$ cat config.mk
export PLATFORM = sky130hd
export DESIGN_NAME = joy_db15_scan
export DESIGN_NICKNAME = d
export VERILOG_FILES = /design/src/rtl/joy_db15_scan.sv
export SDC_FILE = /design/constraint.sdc
export NUM_CORES = 1
export LEC_CHECK = 0
export CAP_MARGIN = 25
export CORE_AREA = 5 5 98 100
export CTS_CLUSTER_SIZE = 8
export DETAILED_ROUTE_END_ITERATION = 10
export DIE_AREA = 0 0 103 105
export HOLD_SLACK_MARGIN = 0.1
export PLACE_DENSITY_LB_ADDON = 0.25
export SYNTH_ARGS = -nofsm -noshare
export SYNTH_HDL_FRONTEND = slang
export SYNTH_SLANG_ARGS = --single-unit
export TNS_END_PERCENT = 10
$ cat constraint.sdc
create_clock -name clk -period 2.32 [get_ports clk]
set_input_delay 0.696 -clock clk [delete_from_list [all_inputs] [get_ports clk]]
set_output_delay 0.696 -clock clk [all_outputs]
set_load 0.1 [all_outputs]
$ cat src/rtl/joy_db15_scan.sv
// DB15 joystick adapter scanner: drives the 165 chain strobes,
// shifts in 24 bits and publishes two glitch-filtered player words.
module joy_db15_scan #(
  parameter int CLK_DIV   = 12,
  parameter int FRAME_GAP = 1024,
  parameter bit FILTER    = 1'b1
) (
  input  logic        clk,
  input  logic        reset_n,
  output logic        JOY_LOAD,
  output logic        JOY_CLK,
  input  logic        JOY_DATA,
  output logic [15:0] joystick1,
  output logic [15:0] joystick2,
  output logic        frame_done
);

  localparam int TW = $clog2(CLK_DIV);
  localparam int GW = $clog2(FRAME_GAP + 1);

  typedef enum logic [2:0] {
    S_LOAD,
    S_LO,
    S_HI,
    S_COMMIT,
    S_GAP
  } state_t;

  state_t          state;
  state_t          state_nx;
  logic [TW-1:0]   tick_cnt;
  logic [GW-1:0]   gap_cnt;
  logic [4:0]      k;
  logic [23:0]     shreg;
  logic [23:0]     prev;
  logic [1:0]      sync;
  logic            tick_end;
  logic            gap_end;
  logic            load_nx;
  logic            sclk_nx;
  logic            done_nx;
  logic            sample;

  assign tick_end = (tick_cnt == TW'(CLK_DIV - 1));
  assign gap_end  = (gap_cnt == GW'(FRAME_GAP - 1));
  assign sample   = sync[1];

  // State register
  always_ff @(posedge clk or negedge reset_n) begin
    if (!reset_n) state <= S_LOAD;
    else          state <= state_nx;
  end

  // Next-state: load (2 ticks), 24 lo/hi bit slots, commit, gap
  always_comb begin
    state_nx = state;
    unique case (state)
      S_LOAD:   if (tick_end && k == 5'd1) state_nx = S_LO;
      S_LO:     if (tick_end)
                  state_nx = (k == 5'd23) ? S_COMMIT : S_HI;
      S_HI:     if (tick_end) state_nx = S_LO;
      S_COMMIT: state_nx = S_GAP;
      S_GAP:    if (gap_end) state_nx = S_LOAD;
      default:  state_nx = S_LOAD;
    endcase
  end

  // Output decode from next state so strobes leave a flop
  always_comb begin
    load_nx = (state_nx != S_LOAD);
    sclk_nx = (state_nx == S_HI);
    done_nx = (state_nx == S_COMMIT);
  end

  // Registered strobes and frame pulse
  always_ff @(posedge clk or negedge reset_n) begin
    if (!reset_n) begin
      JOY_LOAD   <= 1'b1;
      JOY_CLK    <= 1'b0;
      frame_done <= 1'b0;
    end else begin
      JOY_LOAD   <= load_nx;
      JOY_CLK    <= sclk_nx;
      frame_done <= done_nx;
    end
  end

  // Serial data synchronizer, idles as released
  always_ff @(posedge clk or negedge reset_n) begin
    if (!reset_n) sync <= 2'b11;
    else          sync <= {sync[0], JOY_DATA};
  end

  // Tick, bit index and gap counters
  always_ff @(posedge clk or negedge reset_n) begin
    if (!reset_n) begin
      tick_cnt <= '0;
      gap_cnt  <= '0;
      k        <= '0;
    end else begin
      if (state == S_LOAD || state == S_LO || state == S_HI)
        tick_cnt <= tick_end ? '0 : tick_cnt + 1'b1;
      else
        tick_cnt <= '0;
      gap_cnt <= (state == S_GAP) ? gap_cnt + 1'b1 : '0;
      unique case (1'b1)
        (state == S_LOAD): if (tick_end)
                             k <= (k == 5'd0) ? 5'd1 : 5'd0;
        (state == S_HI):   if (tick_end) k <= k + 5'd1;
        (state == S_COMMIT): k <= '0;
        default: ;
      endcase
    end
  end

  // Shift capture and filtered commit of the player words
  always_ff @(posedge clk or negedge reset_n) begin
    if (!reset_n) begin
      shreg     <= '1;
      prev      <= '1;
      joystick1 <= '0;
      joystick2 <= '0;
    end else begin
      if (state == S_LO && tick_end) shreg[k] <= sample;
      if (state == S_COMMIT) begin
        if (!FILTER || shreg == prev) begin
          joystick1 <= {4'b0, ~shreg[11:0]};
          joystick2 <= {4'b0, ~shreg[23:12]};
        end
        prev <= shreg;
      end
    end
  end

endmodule

==> results by group, run 1 <==
Yosys
  – Synth warnings: 0
  – Ys async rst share: 100.0%
  – Syn_area_per_cell: 11.88 um^2
  – Cell count after synthesis: 391
  – Number of enable flip-flop cells after synthesis: 0
  – Post-synth top area share: 28.84%
  – Synth area leaders: dfstp_2 29%, dfrtp_1 26%, mux2_2 12%, mux2i_1 5.4%, xnor2_1 3.6%
  – Register area share after synthesis: 55.22%
  – Leading area contributor after synthesis: dfstp_2
  – Netlist Area Pre-Place: 0.004647 mm^2
  – Register bit total from synthesis: 100
  – Main flop type after synthesis: dfstp_2
  – Distinct cell type count after synthesis: 36

Cells and area
  – Antenna cells: 0
  – Area growth from synthesis to final layout: 12.12%
  – Fin cells: 535
  – Layout cell share with drive strength beyond 1: 36.07%
  – Final net count: 431

Clock tree
  – CTS tree: built
  – CTS Hold Bufs: 0
  – Clk sinks: 100
  – CTS resizes: 0
  – Clock Pin Slew Worst Setup and Hold Paths: 0.09 ns
  – Clock Latency Late Sink: 0.35 ns
  – CTS Buf Count: 9
  – CTS Root Buffer Type: clkbuf_8
  – Clock buffer depth: 2
  – CTS H-tree depth: 3
  – Setup Buffers After CTS: 0

STA
  – Relative slew slack: 64.95%
  – Final Skew: 0.007482 ns
  – RSZ-0062 raised after global routing: false
  – Final worst-path cycle share: 91.11%
  – Final slew viol count: 0
  – Fin crit period: 2.114 ns
  – Setup TNS: 0 ns
  – Endpoints failing setup: 0
  – Max Freq: 473.1 MHz
  – Slew @ Worst Pin: 0.5210 ns
  – Final Hold Fails: 0

Placement
  – Placed Cells: 519
  – Routability cong.: 0.8022
  – Placed wire-length estimate: 5961 um
  – Port Buffers: 29

Die
  – Die width: 103 um
  – I/O pin count: 38
  – Initial core utilization: 54.08%
  – Cell Rows: 34
  – Die ar.: 0.01082 mm^2
  – Die height: 105 um
  – Placeable Area: 0.008593 mm^2

Global routing
  – Initial antenna violation count: 0
  – Pin count of the biggest net entering global routing: 38
  – First-pass GRT wire length: 14,880 um
  – Number of global-route vias before repair: 2,989
  – Most used routing layer: met2
  – GR Util All Layers: 17.20%
  – M1 GR Usage: 24.19%
  – Met3 Usage GRT: 3.731%
  – GR Overflow Total: 0
  – GR Util met2: 26.95%

Route
  – Detail Route Antenna Nets: 0
  – Via density: 5.187
  – Drt first pass iters: 4
  – Final Routed Wirelength: 8335 um
  – Initial DRC Count: 87
  – Vias: 2,775
  – DRC viols: 0
  – WL per Instance: 15.58 um

Power and ir drop
  – Power, Total: 3.121 mW
  – Peak supply drop: 0.0002914 V
  – Clk pwr share: 40.4%
  – Combinational share of power: 3.3%
  – Internal Power: 2.431 mW
  – LEAKAGE: 2.499 nW
  – Register share of total power: 56.3%
  – Cell Pwr Density: 599.1 mW/mm^2
  – Switching pwr: 0.6900 mW
  – Sw Ratio: 22.11%

Critical path
  – Worst setup SP type: flip-flop
  – Crit path cell chain: ha_1 > nand3b_1 > nor3b_1 > and2_1 > nand2_1 > mux2_2
  – Crit path to: shreg[10]$_DFFE_PN1P_
  – Slowest Stage Delay on Critical Path: 0.38 ns
  – Crit-path max FO: 8
  – Crit path kind: reg -> reg
  – RR Startpoint: tick_cnt[0]$_DFF_PN0_
  – Req. time, crit path: 2.60 ns
  – Crit Reg-Reg Endpoint: shreg[10]$_DFFE_PN1P_
  – CP Capture Type: flip-flop
  – Crit path DAT: 2.39 ns
  – CP max stage cell: dfrtp_1
  – Critical Path Source: tick_cnt[0]$_DFF_PN0_
  – R2R setup slack: 0.21 ns
  – R2R cell count: 6

Hold path
  – Min-Delay Path Class: in -> async

Status
  – Status: finished, final reports clean

Flow run
  – Max-cap viol count: 0
power by group through the flow:
stage / Sequential (mW) / Clock, mW / Combinational, mW
floorplan: 1.78 / 0 / 0.0727
CTS: 1.76 / 1.30 / 0.106
finish: 1.76 / 1.26 / 0.103
detailed placement: 1.79 / 0 / 0.105
global route: 1.76 / 1.37 / 0.112
global placement: 1.79 / 0 / 0.105
how the worst min path moves through the flow:
stage	start	endpoint	slack, ns
after floorplan	sync[0]$_DFF_PN1_	sync[1]$_DFF_PN1_	0.35
after global placement	sync[0]$_DFF_PN1_	sync[1]$_DFF_PN1_	0.35
after detailed placement	sync[0]$_DFF_PN1_	sync[1]$_DFF_PN1_	0.35
after CTS	reset_n	joystick1[9]$_DFFE_PN0P_	0.30
after global routing	reset_n	joystick1[9]$_DFFE_PN0P_	0.31
final	reset_n	joystick1[9]$_DFFE_PN0P_	0.30
critical path: cells and delay by family, from the launching register on:
| kind | cells | cell delay, ns |
|---|---|---|
| flops | 1 | 0.38 |
| fa+ha+maj | 1 | 0.23 |
| mux | 1 | 0.30 |
| simple gates | 4 | 1.12 |
registers in the layout, indices dropped and copies added (netlist names):
signal,count
prev,24
shreg,24
joystick1,12
joystick2,12
gap_cnt,11
k,5
tick_cnt,4
state,3
sync,2
JOY_CLK,1
JOY_LOAD,1
frame_done,1
placed cells by master (no fill, tap or decap), types with 2 or more instances in the layout:
| cell | n |
|---|---|
| mux2i_1 | 25 |
| or2b_1 | 2 |
| a21oi_1 | 7 |
| xor2_1 | 15 |
| and3b_1 | 3 |
| nand2b_1 | 3 |
| conb_1 | 8 |
| buf_12 | 2 |
| o21ai_0 | 8 |
| dfstp_2 | 51 |
| nor2_1 | 19 |
| clkbuf_8 | 11 |
| nand2_1 | 35 |
| bufinv_16 | 2 |
| inv_1 | 29 |
| nand3_1 | 8 |
| nor2b_1 | 3 |
| dfrtp_1 | 49 |
| ha_1 | 6 |
| and2_1 | 5 |
| clkinvlp_4 | 2 |
| mux2_2 | 48 |
| nand4_1 | 3 |
| nor4_1 | 4 |
| and3_1 | 4 |
| nor3b_1 | 5 |
| xnor2_1 | 19 |
| nor3_1 | 4 |
| and4b_1 | 2 |
| buf_4 | 35 |
Yosys cell counts, types with 4 or more instances:
master     n
dfrtp_1   49
nand3_1    8
o21ai_0    8
nor3b_1    5
and3_1     4
inv_1     29
nor2_1    19
a21oi_1    7
buf_4      8
nor4_1     4
ha_1       6
mux2i_1   25
mux2_2    48
xnor2_1   19
nand2_1   35
xor2_1    15
and2_1     5
clkbuf_1  14
dfstp_2   51
nor3_1     4
layer usage:
| metal | share of wire (%) | vias to the layer above |
|---|---|---|
| met3 | 3.0 | 8 |
| met2 | 49 | 42 |
| met1 | 47 | 1384 |
| met5 | 0 | - |
| met4 | 1.5 | 0 |
| li1 | - | 1341 |
through the flow:
| step | setup slack, ns | utilization, % | hold slack, ns | area, um^2 |
|---|---|---|---|---|
| after floorplan | 0.5167 | - | 0.3452 | 4673 |
| after global placement | 0.2810 | 57.89 | 0.3487 | 4975 |
| after detailed placement | 0.2468 | 57.89 | 0.3482 | 4975 |
| after CTS | 0.1933 | 60.63 | 0.3012 | 5210 |
| after global routing | 0.02936 | 60.63 | 0.3146 | 5210 |
| final | 0.2061 | 60.63 | 0.3015 | 5210 |
kinds of logic after synthesis:
kind of cell / synth area share, %
AND/OR/NAND/NOR: 12.09
other: 0.08070
flip-flops: 55.22
XOR/XNOR: 6.408
buffers and inverters: 5.493
adder cells (fa/ha/maj): 1.615
AO/OA/AOI/OAI: 2.073
multiplexers: 17.02
area by class of cell:
class                      instances  area, um^2
inverter                          29       108.9
fill                             697        3383
clock buffer                      11       151.4
multi-input combinational        244        1852
sequential                       100        2566
timing repair buffer              38       312.8
tap                              108       135.1
clock inverter                     5       83.83
No activity file was read; power rests on OpenSTA's default activity.
==> run 2: changes to the inputs <==
Settings changed: RECOVER_POWER from default to 100, TNS_END_PERCENT 10 to 100.
==> results by group, run 2 (same netlist as run 1, synthesis figures left out) <==
Status
  – Status: finished, final reports clean

Cells and area
  – Antenna cells: 0 (unchanged)
  – Final core utilization: 59.13% (-1.5 points)
  – Most frequent cells in the layout: 51 x dfstp_2, 49 x dfrtp_1, 48 x mux2_2, 35 x nand2_1, 31 x clkbuf_2
  – Leading registers by flop count: prev: 24 flops, shreg: 24 flops
  – Final net count: 431 (unchanged)
  – Layout cell share with drive strength beyond 1: 35.13% (-0.94 points)
  – Most common cell after layout, fill and taps aside: dfstp_2
  – Area growth from synthesis to final layout: 9.343%

Route
  – Drt first pass iters: 4 (unchanged)
  – Final Routed Wirelength: 8344 um (+0.11%)
  – DRC viols: 0 (unchanged)
  – Via density: 5.174 (-0.25%)
  – Initial DRC Count: 88 (+1.1%)
  – Detail Route Antenna Nets: 0 (unchanged)
  – WL per Instance: 15.60 um (+0.11%)
  – Vias: 2,768 (-0.25%)

Die
  – I/O pin count: 38 (unchanged)
  – Die height: 105 um (unchanged)
  – Initial core utilization: 54.08% (unchanged)
  – Die width: 103 um (unchanged)
  – Placeable Area: 0.008593 mm^2 (unchanged)
  – Die ar.: 0.01082 mm^2 (unchanged)
  – Cell Rows: 34 (unchanged)

STA
  – Max Freq: 472.3 MHz (-0.16%)
  – Final slew viol count: 0 (unchanged)
  – Final Hold Fails: 0 (unchanged)
  – Setup TNS: 0 ns (unchanged)
  – Final Skew: 0.007108 ns (-0.0003735 ns)
  – Endpoints failing setup: 0 (unchanged)
  – Slew @ Worst Pin: 0.9137 ns (+0.3927 ns)
  – RSZ-0062 raised after global routing: false
  – Relative slew slack: 39.09% (-26 points)
  – Fin crit period: 2.117 ns (+0.003400 ns)
  – Final worst-path cycle share: 91.26% (+0.15 points)

Global routing
  – GR Overflow Total: 0 (unchanged)
  – Pin count of the biggest net entering global routing: 38 (unchanged)
  – GR Util All Layers: 17.20% (unchanged)
  – Number of global-route vias before repair: 2,989 (unchanged)
  – First-pass GRT wire length: 14,880 um (unchanged)
  – Initial antenna violation count: 0 (unchanged)

Power and ir drop
  – LEAKAGE: 2.451 nW (-1.9%)
  – Internal Power: 2.425 mW (-0.25%)
  – Cell Pwr Density: 613.1 mW/mm^2 (+2.3%)
  – Sw Ratio: 22.16% (+0.051 points)
  – Peak supply drop: 0.0002917 V (about the same)
  – Clk pwr share: 40.5% (about the same)
  – Register share of total power: 56.4% (about the same)
  – Combinational share of power: 3.1% (-0.2 points)
  – Switching pwr: 0.6904 mW (about the same)

Placement
  – Placed wire-length estimate: 5961 um (unchanged)
  – Port Buffers: 29 (unchanged)
  – Routability cong.: 0.8022 (unchanged)

Clock tree
  – CTS Hold Bufs: 0 (unchanged)
  – CTS H-tree depth: 3 (unchanged)
  – CTS tree: built
  – Clock Pin Slew Worst Setup and Hold Paths: 0.09 ns (about the same)
  – CTS Root Buffer Type: clkbuf_8
  – CTS resizes: 0 (unchanged)
  – Setup Buffers After CTS: 0 (unchanged)
  – Clk sinks: 100 (unchanged)
  – CTS Buf Count: 9 (unchanged)
  – Clock buffer depth: 2 (unchanged)
  – Clock Latency Late Sink: 0.35 ns (about the same)

Hold path
  – Min-Delay Path Class: reg -> reg

Critical path
  – Crit path DAT: 2.40 ns (about the same)
  – Worst setup SP type: flip-flop
  – CP Capture Type: flip-flop
  – Crit path kind: reg -> reg
  – Crit-path max FO: 8 (unchanged)
  – Req. time, crit path: 2.60 ns (about the same)

Flow run
  – Max-cap viol count: 0 (unchanged)
==> run 2: cell count changes in the layout (fill, tap and decap cells not counted) <==
cell | before | now
and2_1 | 5 | 3
clkbuf_1 | 0 | 3
dlygate4sd3_1 | 0 | 1
buf_4 | 35 | 3
clkdlybuf4s50_1 | 1 | 0
nor4_4 | 1 | 0
buf_12 | 2 | 0
and2_0 | 0 | 2
nor4_1 | 4 | 5
clkbuf_2 | 0 | 31
==> run 2: path summary, 6_finish.rpt <==
kind,startpoint,to,slack (ns),depth (start not counted)
max,tick_cnt[0]$_DFF_PN0_,shreg[10]$_DFFE_PN1P_,0.20,6
min in group asynchronous,reset_n,joystick1[9]$_DFFE_PN0P_,0.46,1
max reg2reg,tick_cnt[0]$_DFF_PN0_,shreg[10]$_DFFE_PN1P_,0.20,6
max in group asynchronous,reset_n,joystick2[11]$_DFFE_PN0P_,0.62,2
min reg2reg,sync[0]$_DFF_PN1_,sync[1]$_DFF_PN1_,0.36,0
min,sync[0]$_DFF_PN1_,sync[1]$_DFF_PN1_,0.36,0
==> run 2: per-stage QoR <==
| step | instance area [um^2] | std cells | worst slack [ns] | hold slack (ns) | total power, mW |
|---|---|---|---|---|---|
| after floorplan | 4673 | 398 | 0.5167 | 0.3452 | 1.857 |
| after global placement | 4975 | 519 | 0.2810 | 0.3487 | 1.894 |
| after detailed placement | 4975 | 519 | 0.2468 | 0.3482 | 1.894 |
| after CTS | 5210 | 535 | 0.1933 | 0.3012 | 3.160 |
| after global routing | 5081 | 535 | 0.02487 | 0.3712 | 3.238 |
| final | 5081 | 535 | 0.2027 | 0.3609 | 3.115 |
==> run 2: layout make-up <==
class / count / area [um^2]
sequential: 100 / 2566
clock buffer: 11 / 151.4
fill: 722 / 3512
tap: 108 / 135.1
clock inverter: 5 / 83.83
multi-input combinational: 244 / 1837
timing repair buffer: 38 / 198.9
inverter: 29 / 108.9
==> run 2: critical path: stages, from the launching register on <==
cell	delay (ns)
dfrtp_1	0.38
ha_1	0.23
nand3b_1	0.28
nor3b_1	0.39
and2_1	0.34
nand2_1	0.13
mux2_2	0.30
==> run 2: per-layer routing <==
metal  share of wire [%]  up-vias  GRT usage [%]
met5                   0        -              0
met4                0.93        0          4.533
met3                 2.8        4          3.731
met2                  49       37          26.95
met1                  47     1388          24.19
li1                    -     1339              -
==> run 2: power by group through the flow <==
stage | Sequential, mW | Clock [mW] | Combinational (mW)
finish | 1.76 | 1.26 | 0.0961
global route | 1.76 | 1.37 | 0.106
CTS | 1.76 | 1.30 | 0.106
detailed placement | 1.79 | 0 | 0.105
global placement | 1.79 | 0 | 0.105
floorplan | 1.78 | 0 | 0.0727
